<file path="src/rtl/replicator_stim_sequencer_pkg.sv">
// Shared encodings and sizes for the Replicator stimulus sequencer and its result store.
// The state values are fixed 3-bit codes so they stay stable in waveforms and debug reads.
package replicator_stim_sequencer_pkg;

    localparam logic [2:0] ST_IDLE      = 3'd0;
    localparam logic [2:0] ST_DRIVE     = 3'd1;
    localparam logic [2:0] ST_SAMPLE    = 3'd2;
    localparam logic [2:0] ST_WAIT_STEP = 3'd3;
    localparam logic [2:0] ST_DONE      = 3'd4;

    localparam int VEC_COUNT = 16;
    localparam int RES_W     = 3;
    localparam int IDX_W     = $clog2(VEC_COUNT);

    typedef enum logic [2:0] {
        IDLE      = ST_IDLE,
        DRIVE     = ST_DRIVE,
        SAMPLE    = ST_SAMPLE,
        WAIT_STEP = ST_WAIT_STEP,
        DONE      = ST_DONE
    } state_t;

endpackage

</file>
<file path="src/rtl/replicator_stim_sequencer_store.sv">
// 16x3 result register file: one write port, one registered read port, synchronous clear.
// Reads return the pre-write contents when both ports hit the same address in one cycle.
module result_store16x3
    import replicator_stim_sequencer_pkg::*;
(
    input  logic             clk,
    input  logic             rst,
    input  logic             we,
    input  logic [IDX_W-1:0] waddr,
    input  logic [RES_W-1:0] wdata,
    input  logic [IDX_W-1:0] raddr,
    output logic [RES_W-1:0] rdata
);

    logic [RES_W-1:0] mem [VEC_COUNT];

    always_ff @(posedge clk) begin
        if (rst) begin
            for (int i = 0; i < VEC_COUNT; i++) begin
                mem[i] <= '0;
            end
            rdata <= '0;
        end else begin
            if (we) begin
                mem[waddr] <= wdata;
            end
            rdata <= mem[raddr];
        end
    end

endmodule

</file>
<file path="src/rtl/replicator_stim_sequencer.sv">
// Sweeps the Replicator inputs through all 16 codes, holding each for DWELL+1 cycles,
// and captures {out1,out2,out3} per code into a readable result store.
//
// state     | meaning
// ----------+-----------------------------------------------------------
// IDLE      | after reset, waiting for start
// DRIVE     | current code held on a..d while the dwell counter runs
// SAMPLE    | one cycle: capture outputs, choose next code / pause / finish
// WAIT_STEP | step mode pause after a capture, code held until step
// DONE      | sweep complete, last code held, start begins a new sweep
module replicator_stim_sequencer
    import replicator_stim_sequencer_pkg::*;
#(
    parameter int DWELL   = 50,
    parameter int DWELL_W = 16
) (
    input  logic             clk,
    input  logic             rst,
    input  logic             start,
    input  logic             step_mode,
    input  logic             step,
    input  logic             out1,
    input  logic             out2,
    input  logic             out3,
    output logic             a,
    output logic             b,
    output logic             c,
    output logic             d,
    output logic [IDX_W-1:0] vec_idx,
    output logic             busy,
    output logic             done,
    output logic             sample_valid,
    input  logic [IDX_W-1:0] rd_addr,
    output logic [RES_W-1:0] rd_data
);

    localparam logic [DWELL_W-1:0] DWELL_LAST = DWELL_W'(DWELL - 1);
    localparam logic [IDX_W-1:0]   IDX_LAST   = IDX_W'(VEC_COUNT - 1);

    state_t             state_q, state_d;
    logic [DWELL_W-1:0] cnt_q, cnt_d;
    logic [IDX_W-1:0]   idx_q, idx_d;
    logic               pause_q, pause_d;
    logic               sv_q, sv_d;
    logic               store_we;

    always_ff @(posedge clk) begin
        if (rst) begin
            state_q <= IDLE;
            cnt_q   <= '0;
            idx_q   <= '0;
            pause_q <= 1'b0;
            sv_q    <= 1'b0;
        end else begin
            state_q <= state_d;
            cnt_q   <= cnt_d;
            idx_q   <= idx_d;
            pause_q <= pause_d;
            sv_q    <= sv_d;
        end
    end

    always_comb begin
        state_d  = state_q;
        cnt_d    = cnt_q;
        idx_d    = idx_q;
        pause_d  = pause_q;
        sv_d     = 1'b0;
        store_we = 1'b0;
        unique case (state_q)
            IDLE, DONE: begin
                if (start) begin
                    state_d = DRIVE;
                    idx_d   = '0;
                    cnt_d   = '0;
                end
            end
            DRIVE: begin
                if (cnt_q == DWELL_LAST) begin
                    state_d = SAMPLE;
                    // step_mode is latched here so a change during SAMPLE cannot split the decision
                    pause_d = step_mode;
                end else begin
                    cnt_d = cnt_q + DWELL_W'(1);
                end
            end
            SAMPLE: begin
                store_we = 1'b1;
                sv_d     = 1'b1;
                if (idx_q == IDX_LAST) begin
                    state_d = DONE;
                end else if (pause_q) begin
                    state_d = WAIT_STEP;
                end else begin
                    state_d = DRIVE;
                    idx_d   = idx_q + IDX_W'(1);
                    cnt_d   = '0;
                end
            end
            WAIT_STEP: begin
                if (step) begin
                    state_d = DRIVE;
                    idx_d   = idx_q + IDX_W'(1);
                    cnt_d   = '0;
                end
            end
            default: begin
                state_d = IDLE;
            end
        endcase
    end

    assign {a, b, c, d}  = idx_q;
    assign vec_idx       = idx_q;
    assign busy          = (state_q == DRIVE) || (state_q == SAMPLE) || (state_q == WAIT_STEP);
    assign done          = (state_q == DONE);
    assign sample_valid  = sv_q;

    result_store16x3 u_store (
        .clk   (clk),
        .rst   (rst),
        .we    (store_we),
        .waddr (idx_q),
        .wdata ({out1, out2, out3}),
        .raddr (rd_addr),
        .rdata (rd_data)
    );

endmodule
</file>
<file path="config.mk">
export PLATFORM = sky130hd
export DESIGN_NAME = replicator_stim_sequencer
export DESIGN_NICKNAME = d
export VERILOG_FILES = /design/src/rtl/replicator_stim_sequencer_pkg.sv /design/src/rtl/replicator_stim_sequencer_store.sv /design/src/rtl/replicator_stim_sequencer.sv
export SDC_FILE = /design/constraint.sdc
export NUM_CORES = 1
export LEC_CHECK = 0
export CAP_MARGIN = 20
export CORE_ASPECT_RATIO = 1.75
export CORE_MARGIN = 8
export CORE_UTILIZATION = 63
export DETAILED_ROUTE_END_ITERATION = 6
export PLACE_DENSITY_LB_ADDON = 0.08
export SYNTH_ARGS = -nofsm -noshare
export SYNTH_HDL_FRONTEND = slang
export SYNTH_SLANG_ARGS = --single-unit
</file>
<file path="constraint.sdc">
create_clock -name clk -period 4.4 [get_ports clk]
set_clock_uncertainty 0.15 [all_clocks]
set_input_delay 0.44 -clock clk [delete_from_list [all_inputs] [get_ports clk]]
set_output_delay 0.44 -clock clk [all_outputs]
set_load 0.1 [all_outputs]
</file>
## After elaboration in Yosys (flattened, before gate mapping)

Memories as Yosys holds them, arrays and structs flattened. A register that Yosys moved wholly into a read port is not among the register bits.
Index checks and enable logic that the tools add are counted.

| word-level totals | value |
|---|---|
| memory bits (read-only) | 0 |
| latch bits | 0 |
| memories kept | 1 |
| register bits after elaboration | 25 |
| memory bits (writable) | 48 |
| input port bits | 12 |

| operators by class | value |
|---|---|
| bitwise operators | 0 |
| $mul | 0 |
| shift-type cells | 0 |
| magnitude comparators | 0 |
| $add $sub $neg | 2 |
| div/mod/pow operators | 0 |
| multiplexer cells | 26 |
| eq/ne operators | 12 |
| reduce and logical (&&, ||, !) cells | 11 |

Memories:

| memory | words | bits a word | rd ports | clocked after Yosys merged registers in | write ports | RTL line | text |
|---|---|---|---|---|---|---|---|
| u_store.mem | 16 | 3 | 1 | 1 | 16 | replicator_stim_sequencer_store.sv:15 | `logic [RES_W-1:0] mem [VEC_COUNT];` |

Operator list:

| cell | number |
|---|---|
| 16-bit two-way mux | 5 |
| 16-bit case mux with 4 select lines | 1 |
| 4-bit two-way mux | 5 |
| 16-bit by 1-bit adder with 16-bit output (second input constant) | 1 |
| 16-bit by 6-bit equality test with 1-bit output (second input constant) | 1 |
| 3-bit two-way mux | 5 |
| 2-bit inequality test (second input constant) | 6 |
| 3-bit case mux with 4 select lines | 1 |
| 4-bit case mux with 3 select lines | 1 |
| 1-bit two-way mux | 7 |
| 3-bit by 2-bit equality test with 1-bit output (second input constant) | 2 |
| 6-bit AND reduction | 1 |
| 5-bit AND reduction | 1 |
| 4-bit by 1-bit adder with 4-bit output (second input constant) | 1 |
| 4-bit equality test (second input constant) | 1 |
| 4-bit nonzero test | 1 |
| 3-bit by 1-bit equality test with 1-bit output (second input constant) | 1 |
| 3-bit equality test (second input constant) | 1 |
| 3-bit logical NOT | 1 |
| 3-bit AND reduction | 1 |
| 3-bit nonzero test | 1 |
| 3-bit OR reduction | 1 |
| 1-bit logical OR | 2 |
| 2-bit two-way mux | 1 |
| 2 further kinds | 2 |

## Logic depth before layout (Yosys ltp)

| depth | value |
|---|---|
| word-level depth | 7 |
| gate-level depth with buffers | 7 |

## Hierarchy

From an unflattened synthesis, not the netlist that was laid out.

| unflattened totals | value |
|---|---|
| cell total of the unflattened synthesis | 357 |
| area, all modules | 3,975.1 sq um |

Modules (own cells, without submodules):

| module | times used | cells each | area an instance (sq um) |
|---|---|---|---|
| result_store16x3 | 1 | 180 | 2,498.6 |
| replicator_stim_sequencer | 1 | 177 | 1,476.4 |

## Worst setup path after synthesis

OpenSTA, ideal clock, no wires.

| timing path | value |
|---|---|
| kind | reg2reg |
| start | register idx_q[1] (netlist: vec_idx[1]) |
| end | register cnt_q[13] |
| library setup time | 0.070 ns |
| slack | 1.719 ns |
| buffers on the path | 0 |
| data required time | 4.180 ns |
| period minus slack after synthesis | 2.681 ns |
| stages on the path, launching flop included | 7 |
| arrival time | 2.461 ns |
| path through | dfxtp_1 ha_1 a311o_1 or2_1 a22o_1 or3_1 a21oi_1 |

| between the ends | value |
|---|---|
| word-level cells in the longest chain between the ends | 3 |

RTL lines:

| what | RTL line | text |
|---|---|---|
| start: declaration | replicator_stim_sequencer.sv:42 | `logic [IDX_W-1:0] idx_q, idx_d;` |
| start signal: assignment | replicator_stim_sequencer.sv:57 | `idx_q <= idx_d;` |
| 4-bit equality test | replicator_stim_sequencer.sv:90 | `if (idx_q == IDX_LAST) begin` |
| 2-bit inequality test (no line) | -- |  |
| 6-bit AND reduction (no line) | -- |  |
| end signal: assignment | replicator_stim_sequencer.sv:56 | `cnt_q <= cnt_d;` |
| end: declaration | replicator_stim_sequencer.sv:41 | `logic [DWELL_W-1:0] cnt_q, cnt_d;` |

Every way passes these cells.
A chain may end at the register's enable or synchronous reset.

## Final worst setup path

| timing path | value |
|---|---|
| start | register state_q[0] |
| end | output done |

| between the ends | value |
|---|---|
| word-level cells in the longest chain between the ends | 1 |

RTL lines:

| what | RTL line | text |
|---|---|---|
| start: declaration | replicator_stim_sequencer.sv:40 | `state_t state_q, state_d;` |
| start signal: assignment | replicator_stim_sequencer.sv:55 | `state_q <= state_d;` |
| 3-bit equality test | replicator_stim_sequencer.sv:116 | `assign done = (state_q == DONE);` |
| end: declaration | replicator_stim_sequencer.sv:31 | `output logic done,` |

Every way passes these cells.

==> results.txt <==
The worst-margin pin slew came out at 0.9923 ns. The maximum number of pins on one net before global-route repair is 44. The hold buffer count at cts is 0. Clock-pin slew was measured on the worst setup and hold paths at 0.07 ns. The number of global-route vias before repair is 2,760.

Summed over all layers, the global routing overflow is 0. The final setup violation count is 0. Among all flip-flop cells after synthesis, the most frequent one is edfxtp_1.

The power per cell area came out at 335.4 nW/um^2. Sorting the synthesized cells by how often they occur yields and2_1, edfxtp_1, dfxtp_1, a21oi_1, nor2_1. The share of synthesized area spent on multiplexers is 9.073%. The class of the tightest hold or removal check is reg2reg. Of the post-synthesis cell area, the dominant cell type holds 37.33%. When the netlist entered floorplanning its net count stood at 370. The sum of net half-perimeters after detailed placement is 6.314 mm. The number of DRC violations after detailed-routing iteration 0 is 155. The number of slew-limit violations in the final report is 0. The number of top-level pins is 26.

The die span in x is 75.18 um. The starting density of the core is 63.45%. Along the worst path, the maximum fanout reaches 9.

The share of post-route cells with drive strength above 1 came out at 12.63%. The synthesized netlist contains 47 unique library cells. The fraction of synthesized cell area in xor and xnor cells came out at 0%. The dominant delay contributor by cell family on the critical path is buffers and inverters. The worst IR drop on VDD came out at 0.2715 mV. Clock tree synthesis inserted a total of 9 buffers. The routed design has 8.387 mm of wire. The final hold violation count came to 0. The clock period could shrink to 2.991 ns.

The arrival time at the worst endpoint is 2.40 ns. The CTS tree is built. The fraction of synthesis flops using an asynchronous set or reset pin came out at 0%. Setup repair after global routing left no endpoint under its margin. The highest clock frequency the design can meet is 334.4 MHz. The compound-gate portion of the synthesized area is 8.749%.

The total number of placement rows is 38. The die extent in y is 119.6 um. The setup total negative slack is 0 ns. In the post-route analysis, the smallest setup slack over all paths is 1.409 ns. After synthesis, the cell types taking the most area are edfxtp_1, dfxtp_1, and2_1, mux4_2, a21oi_1. STA classifies the critical path startpoint as a register. The area fraction in and, or, nand and nor cells after synthesis is 24.53%. The warning count from the yosys run is 0. The worst setup path is captured at an output port. The largest family of logic cells by synthesized area is simple AND/OR/NAND/NOR gates. The detail route stage leaves a number of antenna-violating nets equal to 0.

On the worst path, the slowest cell contributes a delay of 1.12 ns. The per-cell routed wire length came out at 18.56 um. The first detailed-routing pass took 5 iterations. In this run the static leakage power is 1.490 nW. Port buffering added 25 buffers. Including well taps, the total number of placed cells is 436. The weighted congestion at the end of routability-driven global placement came out at 0.9027. The final core utilization is 70.25%. The floorplan die area is 8989 um^2. The clock sink count came out at 76. The post-route DRC violation count came out at 0.

The library cell with the highest instance count after synthesis is and2_1. The count of max-cap constraint violations is 0. Of all cell types, the one taking the most synthesized area is edfxtp_1.

The area added between synthesis and finish is 10.73%. The total global-route track usage is 20.46%. The portion of the post-synthesis area used by sequential elements came out at 51.85%.

In this run the tightest slew margin relative to its limit is 33.64%. Data on the critical path is required at its endpoint by 3.81 ns. The post-layout net count came out at 385. For this design, the slowest cell found on the critical path is clkdlybuf4s50_1. The run finished with clean final reports. The sum of buffers and inverters on the critical path is 1. The total number of vias came out at 2,699.

The worst-case clock buffer depth came out at 2. The signal on the critical path passes through nor2_1 > and2_1 > clkdlybuf4s50_1. The number of antenna violations at the first check in global routing came to 0.

The register-to-register setup slack came out at 1.96 ns. The region available for standard cell placement spans 6086 um^2. Summing every instance area after synthesis gives 3861 um^2. Synthesis handed over a netlist of 352 instances. The ratio of routed vias to standard cells is 5.971.

The post-placement setup slack came out at 1.644 ns. Once the clock tree was built, the setup fixing pass inserted 0 buffers. The number of enable flip-flop cells after synthesis is 48. The register bit count reported by yosys came out at 76.

CTS built an H-tree with a depth of 3. CTS placed an instance of clkbuf_8 at the clock tree root. The mean cell area of the mapped netlist came out at 10.97 um^2. Summing the areas of all fa, ha and maj instances in the mapped netlist gives 1.944% of the synthesized area. The wire length of the first global-routing pass is 13.79 mm. The critical path is of the reg2out type. At the later pin of the worst-skew pair, clock insertion delay measures 0.35 ns. The count of non-filler cells in the finished layout is 452. The diode insertion count for antenna repair is 0. The period utilization is 67.97%. In this run, post-CTS repair resized a total of 0 instances.
==> area by class of cell <==
type                            count  area, um^2
Multi-Input combinational cell    248        1710
Tap cell                           80       100.1
Timing Repair Buffer               27       265.3
Sequential cell                    76        2002
Fill cell                         500        1810
Clock buffer                       13       138.9
Clock inverter                      3       40.04
Inverter                            5       18.77
==> through the flow <==
| step | instance area [um^2] | total power [mW] | hold slack (ns) |
|---|---|---|---|
| after floorplan | 3861 | 0.9077 | 0.3152 |
| after global placement | 4096 | 0.9508 | 0.3270 |
| after detailed placement | 4096 | 0.9535 | 0.3499 |
| after CTS | 4275 | 1.447 | 0.3599 |
| after global routing | 4275 | 1.488 | 0.3887 |
| final | 4275 | 1.434 | 0.3536 |
==> power breakdown <==
part / internal, mW / total [mW] / leakage, nW / switching, mW
clock network: 0.261 / 0.497 / 0.0914 / 0.236
logic: 0.0552 / 0.143 / 0.705 / 0.0878
registers: 0.780 / 0.794 / 0.694 / 0.0139
total: 1.10 / 1.43 / 1.49 / 0.338
==> flip-flops by register name, summed over array words and instances, names as in the netlist <==
name	flops
vec_idx	4
u_store.rdata	3
state_q	3
u_store.mem	48
cnt_q	16
sample_valid	1
pause_q	1
==> worst register-to-register path: cells and delay by family (launching register included) <==
kind                     cells  cell delay, ns
flip-flops                   1            0.38
multiplexers                 1            0.15
AND/OR/NAND/NOR              2            0.44
AO/OA/AOI/OAI                2            0.90
adder cells (fa/ha/maj)      1            0.31
==> final timing paths <==
kind	start	endpoint	cells past startpoint
worst max-delay path	state_q[0]	done	3
worst max register to register	vec_idx[1]	cnt_q[11]	6
worst min-delay path	cnt_q[14]	cnt_q[14]	2
worst min register to register	cnt_q[14]	cnt_q[14]	2
==> layout by cell type, fill, tap and decap left out, drive strengths merged, types with 2 or more instances in the layout <==
cell type and n:
and2 50, edfxtp 48, dfxtp 28, clkdlybuf4s50 25
a21oi 23, nor2 21, or2 17, nor3 14
clkbuf 13, nand3 12, mux4 12, nand2 11
o21ai 10, and3 10, nand2b 9, mux2i 8
ha 6, inv 5, nand4 5, a31oi 5
or3 4, nor4 3, o22ai 3, a211oi 3
a41oi 3, nor2b 2, a22oi 2, nor3b 2
a21o 2, clkinv 2, buf 2, and4 2
==> kinds of logic after synthesis <==
logic type | count (synthesis)
fa+ha+maj | 6
compound gates | 56
buf+inv | 28
flops | 76
simple gates | 166
mux | 20
==> layer usage <==
metal  routed length (um)  vias to the layer above  global-route usage, %
met2                 5020                       55                  39.02
li1                     -                     1317                      -
met5                    0                        -                      0
met3                  280                       14                  4.261
met1                 2911                     1313                  19.68
met4                  175                        0                  8.354
No activity file was read; power rests on OpenSTA's default activity.
